File: src/rtl/cmd_sequencer_if.sv
// cmd_sequencer_if
// Bundles the command pulses, register-file bus and LED status lines of the
// command sequencer.
//   master : sequencer side (drives register-file bus and status)
//   slave  : environment side (edge detectors, register file, LEDs)
interface cmd_sequencer_if #(
    parameter int ADDR_W = 3,
    parameter int DATA_W = 8
);
    logic              cmd_clear;
    logic              cmd_write;
    logic              cmd_read;
    logic              cmd_inc;
    logic              cmd_dec;
    logic [DATA_W-1:0] wdata_in;
    logic [DATA_W-1:0] mem_rdata;
    logic [ADDR_W-1:0] mem_addr;
    logic [DATA_W-1:0] mem_wdata;
    logic              mem_we;
    logic              mem_re;
    logic [DATA_W-1:0] rd_data;
    logic [ADDR_W-1:0] ptr;
    logic              busy;
    logic              cmd_drop;
    logic [2:0]        state_out;

    modport master (
        input  cmd_clear, cmd_write, cmd_read, cmd_inc, cmd_dec, wdata_in, mem_rdata,
        output mem_addr, mem_wdata, mem_we, mem_re, rd_data, ptr, busy, cmd_drop, state_out
    );

    modport slave (
        output cmd_clear, cmd_write, cmd_read, cmd_inc, cmd_dec, wdata_in, mem_rdata,
        input  mem_addr, mem_wdata, mem_we, mem_re, rd_data, ptr, busy, cmd_drop, state_out
    );
endinterface

File: src/rtl/cmd_sequencer.sv
// cmd_sequencer
// Arbitrates one-cycle command pulses (clear > write > read > inc > dec) and
// sequences a synchronous register file through clear, write and read
// operations while maintaining a wrapping address pointer.
//   clk   : system clock, rising edge
//   reset : asynchronous active-high reset
//   bus   : cmd_sequencer_if.master (commands, register-file bus, status)
module cmd_sequencer #(
    parameter int ADDR_W = 3,
    parameter int DATA_W = 8
) (
    input  logic            clk,
    input  logic            reset,
    cmd_sequencer_if.master bus
);
    localparam logic [2:0] S_IDLE      = 3'd0;
    localparam logic [2:0] S_CLEAR     = 3'd1;
    localparam logic [2:0] S_WRITE     = 3'd2;
    localparam logic [2:0] S_READ      = 3'd3;
    localparam logic [2:0] S_READ_WAIT = 3'd4;

    localparam logic [ADDR_W-1:0] ONE = {{(ADDR_W-1){1'b0}}, 1'b1};

    logic [2:0]        state;
    logic [ADDR_W-1:0] ptr;
    logic [ADDR_W-1:0] cnt;
    logic [DATA_W-1:0] wdata_q;
    logic [DATA_W-1:0] rd_q;
    logic              drop_q;

    logic [4:0] cmds;
    logic       multi;

    assign cmds  = {bus.cmd_clear, bus.cmd_write, bus.cmd_read, bus.cmd_inc, bus.cmd_dec};
    // More than one bit set: clearing the lowest set bit leaves something.
    assign multi = |(cmds & (cmds - 5'd1));

    always_ff @(posedge clk or posedge reset) begin
        if (reset) begin
            state   <= S_IDLE;
            ptr     <= '0;
            cnt     <= '0;
            wdata_q <= '0;
            rd_q    <= '0;
            drop_q  <= 1'b0;
        end else begin
            // In IDLE only the losers of arbitration are dropped; elsewhere
            // every command is dropped.
            drop_q <= (state == S_IDLE) ? multi : |cmds;
            case (state)
                S_IDLE: begin
                    if (bus.cmd_clear) begin
                        state <= S_CLEAR;
                        cnt   <= '0;
                    end else if (bus.cmd_write) begin
                        state   <= S_WRITE;
                        wdata_q <= bus.wdata_in;
                    end else if (bus.cmd_read) begin
                        state <= S_READ;
                    end else if (bus.cmd_inc) begin
                        ptr <= ptr + ONE;
                    end else if (bus.cmd_dec) begin
                        ptr <= ptr - ONE;
                    end
                end
                S_CLEAR: begin
                    if (&cnt) begin
                        ptr   <= '0;
                        rd_q  <= '0;
                        cnt   <= '0;
                        state <= S_IDLE;
                    end else begin
                        cnt <= cnt + ONE;
                    end
                end
                S_WRITE:     state <= S_IDLE;
                S_READ:      state <= S_READ_WAIT;
                S_READ_WAIT: begin
                    rd_q  <= bus.mem_rdata;
                    state <= S_IDLE;
                end
                default:     state <= S_IDLE;
            endcase
        end
    end

    // Strobes decode straight from state so an async reset drops them at once.
    // ptr cannot move during WRITE/READ (inc/dec are dropped), so it is the
    // address captured at acceptance.
    assign bus.mem_we    = (state == S_WRITE) || (state == S_CLEAR);
    assign bus.mem_re    = (state == S_READ);
    assign bus.mem_wdata = (state == S_WRITE) ? wdata_q : '0;
    assign bus.mem_addr  = (state == S_CLEAR) ? cnt : ptr;
    assign bus.rd_data   = rd_q;
    assign bus.ptr       = ptr;
    assign bus.busy      = (state != S_IDLE);
    assign bus.cmd_drop  = drop_q;
    assign bus.state_out = state;
endmodule

File: src/flat_wrapper.sv
// flat-port wrapper written by rule: the top's interface ports become plain ports
module cmd_sequencer_flat 
#(
    parameter int ADDR_W = 3,
    parameter int DATA_W = 8
)
  (clk, reset, bus_cmd_clear, bus_cmd_write, bus_cmd_read, bus_cmd_inc, bus_cmd_dec, bus_wdata_in, bus_mem_rdata, bus_mem_addr, bus_mem_wdata, bus_mem_we, bus_mem_re, bus_rd_data, bus_ptr, bus_busy, bus_cmd_drop, bus_state_out);
  cmd_sequencer_if #(.ADDR_W(ADDR_W), .DATA_W(DATA_W)) bus_i ();
  input  logic clk;
  input  logic reset;
  input wire logic [$bits(bus_i.cmd_clear)-1:0] bus_cmd_clear;
  input wire logic [$bits(bus_i.cmd_write)-1:0] bus_cmd_write;
  input wire logic [$bits(bus_i.cmd_read)-1:0] bus_cmd_read;
  input wire logic [$bits(bus_i.cmd_inc)-1:0] bus_cmd_inc;
  input wire logic [$bits(bus_i.cmd_dec)-1:0] bus_cmd_dec;
  input wire logic [$bits(bus_i.wdata_in)-1:0] bus_wdata_in;
  input wire logic [$bits(bus_i.mem_rdata)-1:0] bus_mem_rdata;
  output wire logic [$bits(bus_i.mem_addr)-1:0] bus_mem_addr;
  output wire logic [$bits(bus_i.mem_wdata)-1:0] bus_mem_wdata;
  output wire logic [$bits(bus_i.mem_we)-1:0] bus_mem_we;
  output wire logic [$bits(bus_i.mem_re)-1:0] bus_mem_re;
  output wire logic [$bits(bus_i.rd_data)-1:0] bus_rd_data;
  output wire logic [$bits(bus_i.ptr)-1:0] bus_ptr;
  output wire logic [$bits(bus_i.busy)-1:0] bus_busy;
  output wire logic [$bits(bus_i.cmd_drop)-1:0] bus_cmd_drop;
  output wire logic [$bits(bus_i.state_out)-1:0] bus_state_out;
  assign bus_i.cmd_clear = bus_cmd_clear;
  assign bus_i.cmd_write = bus_cmd_write;
  assign bus_i.cmd_read = bus_cmd_read;
  assign bus_i.cmd_inc = bus_cmd_inc;
  assign bus_i.cmd_dec = bus_cmd_dec;
  assign bus_i.wdata_in = bus_wdata_in;
  assign bus_i.mem_rdata = bus_mem_rdata;
  assign bus_mem_addr = bus_i.mem_addr;
  assign bus_mem_wdata = bus_i.mem_wdata;
  assign bus_mem_we = bus_i.mem_we;
  assign bus_mem_re = bus_i.mem_re;
  assign bus_rd_data = bus_i.rd_data;
  assign bus_ptr = bus_i.ptr;
  assign bus_busy = bus_i.busy;
  assign bus_cmd_drop = bus_i.cmd_drop;
  assign bus_state_out = bus_i.state_out;
  cmd_sequencer #(.ADDR_W(ADDR_W), .DATA_W(DATA_W)) u_core (.clk(clk), .reset(reset), .bus(bus_i));
endmodule
File: config.mk
export PLATFORM = sky130hd
export DESIGN_NAME = cmd_sequencer_flat
export DESIGN_NICKNAME = d
export VERILOG_FILES = /design/src/rtl/cmd_sequencer_if.sv /design/src/rtl/cmd_sequencer.sv /design/src/flat_wrapper.sv
export SDC_FILE = /design/constraint.sdc
export NUM_CORES = 1
export LEC_CHECK = 0
export ABC_AREA = 1
export CORE_MARGIN = 2
export CORE_UTILIZATION = 43
export DETAILED_ROUTE_END_ITERATION = 7
export PLACE_DENSITY = 0.78
export SLEW_MARGIN = 20
export SYNTH_ARGS = -nofsm -noshare
export SYNTH_HDL_FRONTEND = slang
export SYNTH_SLANG_ARGS = --single-unit
File: constraint.sdc
create_clock -name clk -period 1.5 [get_ports clk]
set_input_delay 0.15 -clock clk [delete_from_list [all_inputs] [get_ports clk]]
set_output_delay 0.15 -clock clk [all_outputs]
set_load 0.1 [all_outputs]
==> results of run 1 <==
-- cells by family (layout without fill, tap and decap cells) --
family	Yosys count	count (layout)	synth area share [%]
simple gates	90	90	31.2
flops	26	26	47.3
buf+inv	25	96	8.92
compound gates	17	17	9.28
fa+ha+maj	3	3	3.28
-- power groups by stage --
stage | registers, W | clock network (W) | logic (W)
after floorplan | 0.00219 | 0 | 0.00188
after detailed placement | 0.00128 | 0 | 0.00426
after global placement | 0.00126 | 0 | 0.00416
after global routing | 0.00131 | 0.000393 | 0.00482
final | 0.00128 | 0.000364 | 0.00465
after CTS | 0.00126 | 0.000371 | 0.00449
-- synthesized netlist by cell type, types with 2 or more instances --
cell type / number / area share (%)
nand3_1: 15 / 5.5
o21ai_0: 3 / 1.1
ha_1: 2 / 1.8
nor2_2: 4 / 1.8
dfrtp_1: 26 / 47
inv_2: 4 / 1.1
nand2_1: 40 / 11
nand2_4: 5 / 4.1
nor3_1: 2 / 0.73
nor2_1: 22 / 6.0
inv_1: 18 / 4.9
a22o_1: 2 / 1.3
a21oi_2: 8 / 5.1
-- layer usage --
metal  up-vias  routed length, um  track usage [%]
met3        19                279             5.12
met5         -                  0                0
met1       670               1610             31.4
li1        647                  -                -
met2        63               2240             40.1
met4         0                152             10.9
-- final cells by class --
cell class,count,area share [%]
Tap cell,44,2.11
Sequential cell,26,25.8
Clock buffer,4,1.39
Inverter,23,4.23
Multi-Input combinational cell,110,29.3
Timing Repair Buffer,69,37.2
-- critical path: stages (launching register included) --
cell,delay [ns]
dfrtp_4,0.53
buf_4,0.18
nand2_4,0.12
inv_8,0.07
o21ai_4,0.15
buf_12,0.19
-- what timing repair did --
action / in CTS / in global routing
setup endpoints to repair: 13 / 25
gates cloned: 0 / 1
gates resized for setup: 6 / 4
hold buffers: 0 / 0
pin swaps: 5 / 6
buffers inserted: 10 / 4
-- worst max path at each step --
stage / endpoint / slack [ns] / depth (start not counted)
floorplan: bus_mem_addr[0] / -0.20 / 5
global placement: u_core.bus.ptr[2] / 0.08 / 6
detailed placement: u_core.bus.ptr[2] / -0.01 / 7
CTS: bus_mem_addr[2] / -0.20 / 6
global route: bus_mem_addr[0] / -0.29 / 5
finish: bus_mem_addr[1] / -0.21 / 5
-- cell usage in the layout, fill, tap and decap left out, types with 2 or more instances in the layout --
cell and n:
nand2_1 37, buf_12 30, clkdlybuf4s50_1 22, dfrtp_1 20, inv_1 15, buf_4 15
nand3_1 14, nor2_4 12, nor2_1 11, a21oi_2 8, nand2_4 6, dfrtp_4 5
nor2_2 3, inv_2 3, clkbuf_4 3, inv_4 2, inv_8 2, a22o_1 2
o21ai_4 2, ha_1 2
-- stage by stage --
stage / hold slack, ns / total power, W
after global routing: 0.217 / 0.00652
after global placement: 0.503 / 0.00542
final: 0.154 / 0.00629
after detailed placement: 0.520 / 0.00554
after floorplan: 0.190 / 0.00406
after CTS: 0.167 / 0.00612
-- flip-flops by register name (all words and copies together) (netlist names) --
register,count
u_core.bus.cmd_drop,1
u_core.cnt,3
u_core.bus.state_out,3
u_core.bus.ptr,3
u_core.wdata_q,8
u_core.bus.rd_data,8
==> impl_results.md, run 1 <==
* Outcome: complete, but fails checks
* Failing checks: setup timing
* R2R Path End: u_core.bus.ptr[1]
* RSZ-0062 raised after global routing: yes
* Fillers at 164
* Lkg Pwr at between 1 and 1.5 nW
* Yosys reg bits at 26
* Worst Tran Pin Value at about 0.34 ns
* Register share of total power at roughly a fifth
* Sequential area share after synthesis at a little under half
* Ys flop type: dfrtp_1
* WS Path Type: flip-flop to output pin
* CTS tree: built
* RePlAce Congestion at ~0.84
* Worst vdd ir at approximately 0.0018 V
* Register area at 671 um^2
* NetSw at around 0.0035 W
* WL per Instance at between 15 and 20 um
* Layout area overhead at 89.4%
* Drt initial violations at 47
* Chip width at about 61 um
* Power Density at 2420 nW/um^2
* ANT nets after route at 0
* Vias per Instance at roughly 5.1
* Share of cells above drive strength 1 at between 40% and 50%
* Comb pwr share at 73.9%
* Fmax at around 0.58 GHz
* Clock sink total at 26
* CORE AREA at a little over 3000 um^2
* First-pass detailed-route iteration total at 4
* HP Class: input pin to asynchronous set/reset pin
* Largest net degree at the start of global routing at 27
* Tcrit/Tclk final at 114%
* Die H at about 61 um
* Worst-path clk slew at between 0.1 and 0.15 ns
* FF-to-FF Start: u_core.bus.state_out[0]
* Area of the multi-input gates at between 700 and 800 um^2
* Setup violators final at 18
* Number of global-route vias before repair at roughly 1400
* Post-Synthesis Cells at 161
* R2R cell count at 9
* Period minus WS final at 1.71 ns
* Initial antenna violation count at 0
* Avg Cell Area, Syn at 8.54 um^2
* Setup Skew at approximately 0.0038 ns
* Max_slew headroom at around 77%
* R2r setup slk at -0.11 ns
* Worst setup path start: u_core.bus.state_out[0]
* Critical Path RT at between 1 and 1.5 ns
* Placed cell area at between 2000 and 2500 um^2
* Clk pwr share at a little under 6%
* Clock Tree Root: clkbuf_4
* Dpl ws at -0.0125 ns
* Switching share of power at around 55%
* Final nets at 259
* Post-route setup slack at -0.213 ns
* DRC viols at 0
* Internal power at 0.00281 W
* Worst-path maximum fanout at 7
* CTS Buffer Depth at 2
* Max-cap violation count at 0
* IO Port Bufs at 51
* Critical path arrival at between 1.5 and 2 ns
* I/O Pins at between 50 and 60
* Dpl cells at between 200 and 300
* Non-Filler Instances at about 280
* Overflow after GRT at 0
* HPWL after DPL at roughly 2900 um
* YS warnings at 0
* Total die area at 3670 um^2
* Inserted Clock Buffers at 3
* Worst-Skew Late Latency at approximately 0.33 ns
* Post-route setup TNS at -2.89 ns
* Async set-or-reset flop fraction in the synthesized netlist at 100%
* Final Hold Vio Count at 0
* Post-route design area at ~2600 um^2
* H-tree levels at 1
* Vias at 1399
* Antenna cell count at 0
* CP Launch Type: flip-flop
* Crit end category: output pin
* Count of cell types in the netlist at 23
* Post-synth EDFFs at 0
* Final wirelength at 4280 um
* Mapped Area at ~1400 um^2
* Finished Core Util at between 80% and 90%
* Initial Util at a little under half
* Global-route wire length before repair at between 6000 and 7000 um
* Final Slew Violations at 0
* Row cnt at 20
* GRT Util Overall at 24.5%
* Mapped Nets at ~190
Note: power is estimated with default switching activity, not from simulation.
==> inputs of run 2 (changes only) <==
--- a/config.mk
+++ b/config.mk
@@ -7,9 +7,10 @@
 export LEC_CHECK = 0
 export ABC_AREA = 1
 export CORE_MARGIN = 2
-export CORE_UTILIZATION = 43
+export CORE_UTILIZATION = 45
+export CTS_BUF_LIST = sky130_fd_sc_hd__clkbuf_4 sky130_fd_sc_hd__clkbuf_8
 export DETAILED_ROUTE_END_ITERATION = 7
-export PLACE_DENSITY = 0.78
+export PLACE_DENSITY = 0.82
 export SLEW_MARGIN = 20
 export SYNTH_ARGS = -nofsm -noshare
 export SYNTH_HDL_FRONTEND = slang
==> run 2 against run 1 <==
  * The run still ends with setup timing left
  * Worst hold slack lost 0.0078 ns
  * Critical endpoint unchanged
  * Largest cell class unchanged
  * Sequential cell count is the same
  * Sequential power is essentially flat
  * Final cell count shrank 4.0%
  * First-iteration DRC count shrank 17%
  * Setup slack lost 0.0079 ns
  * Power grew 0.85%
==> impl_results.md, run 2 (synthesis results as in run 1) <==
* Worst-path cell with the longest stage delay: dfrtp_4
* Power Density at 2400 nW/um^2 (-0.63%)
* Vias at 1386 (-0.93%)
* Finished Core Util at 88.7% (+3.5 points)
* IO Port Bufs at 51 (unchanged)
* First-pass detailed-route iteration total at 4 (unchanged)
* Most common cell after layout, fill and taps aside: nand2_1
* Setup Skew at 0.00121 ns (-0.00264 ns)
* Cell Chain, Critical Path: nor2_4 -> nand2_4 -> inv_8 -> nand2_2 -> o21ai_4 -> buf_12
* Dpl ws at 0.00670 ns (+0.0192 ns)
* Initial antenna violation count at 0 (unchanged)
* Global-route wire length before repair at 6830 um (+3.8%)
* Final wirelength at 4220 um (-1.4%)
* Outcome: complete, but fails checks
* Number of global-route vias before repair at 1434 (+3.0%)
* Period minus WS final at 1.72 ns (+0.00792 ns)
* Initial Util at 46.2% (+1.1 points)
* WS Path Type: flip-flop to output pin
* Clock Tree Root: clkbuf_4
* DRC viols at 0 (unchanged)
* I/O Pins at 52 (unchanged)
* Post-route setup slack at -0.221 ns (-0.00792 ns)
* RePlAce Congestion at 0.755 (-10%)
* Register share of total power at 20.2% (about the same)
* Layout area overhead at 92.2%
* Worst vdd ir at 0.00172 V (-6.2%)
* HP Class: input pin to asynchronous set/reset pin
* Vias per Instance at 5.23 (+3.2%)
* Final nets at 259 (unchanged)
* Fillers at 141 (-14%)
* Comb pwr share at 74.0% (about the same)
* Max-cap violation count at 0 (unchanged)
* Internal power at 0.00286 W (+1.9%)
* Clk pwr share at 5.8% (about the same)
* NetSw at 0.00348 W (about the same)
* CP Launch Type: flip-flop
* Register area at 671 um^2 (unchanged)
* H-tree levels at 1 (unchanged)
* RSZ-0062 raised after global routing: yes
* Die H at 59.3 um (-2.1%)
* Clock sink total at 26 (unchanged)
* Drt initial violations at 39 (-17%)
* CTS Buffer Depth at 2 (unchanged)
* Dpl cells at 246 (-4.3%)
* Worst-Skew Late Latency at 0.33 ns (about the same)
* Final Slew Violations at 0 (unchanged)
* CORE AREA at 2980 um^2 (-2.5%)
* Share of cells above drive strength 1 at 46.6% (+2.6 points)
* Worst-path clk slew at 0.14 ns (about the same)
* Final hold slack at 0.146 ns (-0.00784 ns)
* Antenna cell count at 0 (unchanged)
* Total die area at 3510 um^2 (-4.2%)
* Tcrit/Tclk final at 115% (+0.53 points)
* WL per Instance at 15.9 um (+2.6%)
* Inserted Clock Buffers at 3 (unchanged)
* Row cnt at 20 (unchanged)
* CTS tree: built
* HPWL after DPL at 2770 um (-2.9%)
* Fmax at 0.581 GHz (-0.46%)
* Final Hold Vio Count at 0 (unchanged)
* Chip width at 59.3 um (-2.1%)
* Setup violators final at 14 (-4)
* GRT Util Overall at 26.5% (+2.0 points)
* Crit end category: output pin
* Slowest stage delay, CP at 0.55 ns (+0.02 ns)
* ANT nets after route at 0 (unchanged)
* Critical path arrival at 1.57 ns (about the same)
* Most frequent cells in the layout: nand2_1, buf_12, clkdlybuf4s50_1, dfrtp_1, inv_1
* Non-Filler Instances at 265 (-4.0%)
* Worst Tran Pin Value at 0.341 ns (+0.00133 ns)
* Switching share of power at 54.9% (-0.47 points)
* Failing checks: setup timing
* Critical Path RT at 1.35 ns (about the same)
* Worst-path maximum fanout at 5 (-2)
* Overflow after GRT at 0 (unchanged)
* Largest net degree at the start of global routing at 27 (unchanged)
* Max_slew headroom at 77.3% (-0.089 points)
* Area of the multi-input gates at 802 um^2 (+5.3%)
* Lkg Pwr at 1.21 nW (about the same)
run 2: cell types whose count changed in the layout (fill, tap and decap cells not counted), sizes merged:
cell and delta:
clkbuf -1, nand2 +1
run 2: what timing repair did:
item | CTS | global route
hold buffers | 0 | 0
cloned | 1 | 1
hold endpoints to repair | 0 | 0
endpoints found under the setup margin | 13 | 29
buffers inserted | 12 | 1
gates resized for setup | 12 | 7
pin swaps | 7 | 4
run 2: power by group through the flow:
stage | clock network (W) | registers [W] | logic (W)
3_5_place_dp | 0 | 0.00130 | 0.00421
2_1_floorplan | 0 | 0.00219 | 0.00188
4_1_cts | 0.000375 | 0.00128 | 0.00458
3_3_place_gp | 0 | 0.00128 | 0.00413
5_1_grt | 0.000403 | 0.00131 | 0.00488
6_report | 0.000370 | 0.00128 | 0.00469
run 2: routing by layer:
layer	global-route usage, %	vias to the layer above	routed length (um)
met5	0	-	0
met4	11.0	0	106
met3	6.11	11	184
met2	46.5	47	2370
met1	30.8	680	1560
li1	-	648	-
run 2: final timing paths:
path,from,cells past startpoint,endpoint,slack [ns]
worst max-delay path,u_core.bus.state_out[1],6,bus_mem_addr[1],-0.22
worst min-delay path,reset,3,u_core.wdata_q[2],0.15
worst max register to register,u_core.bus.state_out[1],8,u_core.bus.ptr[1],0.01
worst min register to register,u_core.wdata_q[0],2,u_core.wdata_q[0],0.56
max in group asynchronous,reset,3,u_core.bus.state_out[1],1.07
min in group clk,bus_mem_rdata[7],3,u_core.bus.rd_data[7],0.34
run 2: per-stage QoR:
stage	setup TNS, ns	total power [W]	cell area, um^2
final	-2.30	0.00634	2640
after global routing	-3.31	0.00660	2640
after CTS	-2.32	0.00623	2600
after detailed placement	0	0.00551	2370
after global placement	0	0.00542	2370
after floorplan	-2.34	0.00406	1540
run 2: worst max-delay path, delay by kind of cell (launching register included):
family	cells	cell delay (ns)
buf+inv	2	0.28
simple gates	3	0.32
compound gates	1	0.07
flops	1	0.55
run 2: layout make-up:
type                            count  area share [%]
Clock buffer                        4            1.37
Multi-Input combinational cell    111            30.4
Timing Repair Buffer               68            37.3
Tap cell                           33            1.56
Inverter                           23            4.07
Sequential cell                    26            25.4
